[src/rtl/pwm_capture.sv]
// PWM receiver: measures period and high time of pwm_in in clk cycles
// and flags an input that stops toggling.
module pwm_capture #(
    parameter int CNT_W   = 32,
    parameter int TIMEOUT = 2_000_000
) (
    input  logic             clk,
    input  logic             rst_n,
    input  logic             pwm_in,
    output logic [CNT_W-1:0] period_o,
    output logic [CNT_W-1:0] high_o,
    output logic             meas_valid,
    output logic             stuck_o
);

    localparam logic [CNT_W-1:0] TO = CNT_W'(TIMEOUT);

    typedef enum logic [1:0] {IDLE, HIGH, LOW} state_t;

    state_t           state;
    logic             s1, s, s_d;
    logic             rise, fall;
    logic [CNT_W-1:0] cnt;
    logic [CNT_W-1:0] high_lat;

    always_ff @(posedge clk or negedge rst_n) begin
        if (!rst_n) begin
            s1  <= 1'b0;
            s   <= 1'b0;
            s_d <= 1'b0;
        end else begin
            s1  <= pwm_in;
            s   <= s1;
            s_d <= s;
        end
    end

    assign rise = s & ~s_d;
    assign fall = ~s & s_d;

    always_ff @(posedge clk or negedge rst_n) begin
        if (!rst_n) begin
            state      <= IDLE;
            cnt        <= '0;
            high_lat   <= '0;
            period_o   <= '0;
            high_o     <= '0;
            meas_valid <= 1'b0;
            stuck_o    <= 1'b0;
        end else begin
            meas_valid <= 1'b0;
            if (rise) stuck_o <= 1'b0;
            case (state)
                IDLE: begin
                    if (rise) begin
                        cnt   <= CNT_W'(1);
                        state <= HIGH;
                    end
                end
                default: begin
                    if (rise) begin
                        period_o   <= cnt;
                        high_o     <= high_lat;
                        meas_valid <= 1'b1;
                        cnt        <= CNT_W'(1);
                        state      <= HIGH;
                    end else if (fall) begin
                        if (state == HIGH) begin
                            high_lat <= cnt;
                            state    <= LOW;
                        end
                        cnt <= cnt + 1'b1;
                    // >= so a fall landing exactly on TIMEOUT cannot let cnt run past it
                    end else if (cnt >= TO) begin
                        stuck_o <= 1'b1;
                        state   <= IDLE;
                    end else begin
                        cnt <= cnt + 1'b1;
                    end
                end
            endcase
        end
    end

endmodule
[config.mk]
export PLATFORM = sky130hd
export DESIGN_NAME = pwm_capture
export DESIGN_NICKNAME = d
export VERILOG_FILES = /design/src/rtl/pwm_capture.sv
export SDC_FILE = /design/constraint.sdc
export NUM_CORES = 1
export LEC_CHECK = 0
export ABC_AREA = 1
export ABC_CLOCK_PERIOD_IN_PS = 2600
export BUFFER_PORTS_ARGS = -buffer_cell sky130_fd_sc_hd__buf_4
export CORE_UTILIZATION = 63
export DETAILED_ROUTE_END_ITERATION = 7
export PLACE_DENSITY = 0.95
export SLEW_MARGIN = 20
export SYNTH_ARGS = -nofsm -noshare
export SYNTH_HDL_FRONTEND = slang
export SYNTH_SLANG_ARGS = --single-unit
[constraint.sdc]
create_clock -name clk -period 2.6 [get_ports clk]
set_clock_uncertainty 0.15 [all_clocks]
set_input_delay 0.52 -clock clk [delete_from_list [all_inputs] [get_ports clk]]
set_output_delay 0.52 -clock clk [all_outputs]
set_load 0.02 [all_outputs]
==> results.ini <==
[grt]
grt_use_total_pct = 37.5
antenna_found_initial = 0
grt_max_degree = 136
overflow = 0
grt_pass1_wl_um = 28700
grt_pass1_vias = 5627

[route]
vias = 6134
drtIter0Drc = 1037
wire_per_inst_um = 18.5
drtAntennaViolNets = 0
drc_errors = 50
drtPass1Iterations = 8
viasPerCell = 6.16
drt_wl_total_um = 18400

[power_and_ir_drop]
finalPower_mw = 5.67
leakagePower_nw = 3.68
power_density_nw_per_um2 = 761
worst_ir_drop_vdd_uv = 874

[clock_network]
root_buffer = clkbuf_8
numCtsBuffers = 17
cts_setup_buffers = 0
htree_levels = 4
clk_path_buf_depth = 2
cts.repair.resized = 0
clock_latency_ns = 0.54
holdBufCountCts = 2
cts_num_sinks = 135
cts.clk_slew.worst_paths_ns = 0.06
cts_tree = done

[worst_setup_path]
endpoint_kind = flop
crit_path_start_kind = flop
crit_chain = inv_1, nand3_1, nand2_1, nand2_1, nand2_2, nand3_4, a21oi_4, nand2_1, nand2_1
cp.depth = 9
crit_fanout = 19
crit_arrival_ns = 2.48
reg2reg_depth = 9
worst_ep_required_time_ns = 2.92
reg2reg_slack_ns = 0.44
slowest_stage = a21oi_4
cpMostUsedCell = nand2_1
critPathMaxStageDelay_ns = 0.50
path_class = flop to flop
path_delay_family = simple AND/OR/NAND/NOR gates
path_buf_inv = 1

[cells_and_area]
area.sequential_sq_um = 3380
fin_area_sq_um = 7450
syn_to_final_growth_pct = 19.0
layout_common_cells = 339 x nand2_1, 135 x dfrtp_1, 74 x buf_4
drive_gt1_share_pct = 16.7
diodes = 0
multiInputGateArea_sq_um = 2540
nets = 857
layout_commonest_cell = nand2_1
nFillCells = 574
fin_util_pct = 76.9
instances_no_fill = 995

[status]
status = finished, violations left
failed_checks = DRC

[logic_synthesis]
synth_xor_area_share_pct = 0.700
synthTopCellsByArea = dfrtp_1 54%, nand2_1 20%, o21ai_0 5.3%
ys_seq_elements = 135
synth-simple-area-share_pct = 31.6
ys_seq_area_share_pct = 54.0
synth_compound_area_share_pct = 7.50
synthMuxAreaShare_pct = 0
netlist_instances = 784
yosysWarnings = 0
syn_area_sq_um = 6260
yosys.area.top_type_share_pct = 54.0
synth_top_family_by_area = simple AND/OR/NAND/NOR gates
synth_flop_cell = dfrtp_1
yosysTopAreaCell = dfrtp_1
synthArstFlopShare_pct = 100
avgSynthCellArea_sq_um = 7.98
synthesis.nets = 791
yosys.cell_types.count = 31
yosys.area_share.adder_pct = 0.800
synth_edf_count = 0

[sta]
fmax_mhz = 463
slew_viol_final = 0
maxSlewHeadroom_pct = 54.1
finalCritPeriodShare_pct = 83.1
setup_ws_ns = 0.441
fin_crit_ns = 2.16
rsz0062_at_grt = false
finalSetupTns_ns = 0
hold_ws_ns = 0.208
worst_slew_pin_slew_ns = 0.689
finalSetupViolations = 0
hold_viol = 0

[floorplanning]
start_util_pct = 64.6
coreArea_sq_um = 9680
die_w_um = 102
die_h_um = 102
top_level_ports = 69
num_rows = 36
die-area_sq_um = 10300

[place]
dp_cells = 962
gp_congestion = 1.07
place_ws_ns = 0.593
placed_cell_area_sq_um = 6850
hpwl_um = 10700
port_buffers = 68

[run]
cap_violations = 0

[worst_hold_path]
hold_path_depth = 0
min_path_type = flop to flop

## flip-flops by register name, indices dropped and copies added, names as in the netlist, 2 cells and up
signal and count:
cnt 32, period_o 32, high_lat 32, high_o 32, state 2
## worst paths after layout
kind,startpoint,endpoint
max in group asynchronous,rst_n,period_o[7]$_DFFE_PN0P_
worst min register to register,s1$_DFF_PN0_,s$_DFF_PN0_
worst max register to register,cnt[8]$_DFFE_PN0P_,cnt[28]$_DFFE_PN0P_
min in group asynchronous,rst_n,high_o[27]$_DFFE_PN0P_
worst min-delay path,s1$_DFF_PN0_,s$_DFF_PN0_
worst max-delay path,cnt[8]$_DFFE_PN0P_,cnt[28]$_DFFE_PN0P_
## area by class of cell
cell class              instances  share of cell area, %
well taps                     133                   2.23
clock buffers                  20                   6.11
clock inverters                11                   1.66
repair buffers                 78                   8.26
inverters                      44                   2.22
multi-input cells             574                   34.2
flip-flops and latches        135                   45.4
## Yosys cell counts, types with 2 or more instances
library cell and number:
buf_1 3, buf_2 11, buf_6 4, clkbuf_1 12
dfrtp_1 135, ha_1 4, inv_1 32, inv_2 11
nand2_1 339, nand2_2 2, nand3_1 38, nand4_1 16
nor2_1 68, nor2_2 7, nor3_1 4, o21ai_0 66
o21ai_1 7, o21ai_2 8, xor2_1 5
## report_power, final
part | switching [mW] | internal (mW)
Combinational | 0.759 | 0.229
Clock | 0.933 | 1.44
Sequential | 0.107 | 2.20
Total | 1.80 | 3.87
## metal layers
layer / GRT usage, % / wire (um) / part of all wire, %
met1: 47.8 / 6690 / 36
met2: 56.9 / 8490 / 46
met3: 10.0 / 2120 / 12
met4: 23.9 / 1130 / 6.1
met5: 0 / 0 / 0
## logic make-up after synthesis
family / Yosys count
AND/OR/NAND/NOR: 481
XOR/XNOR: 5
adder cells (fa/ha/maj): 4
AO/OA/AOI/OAI: 84
buffers and inverters: 75
flip-flops: 135
Note: power is estimated with default switching activity, not from simulation.
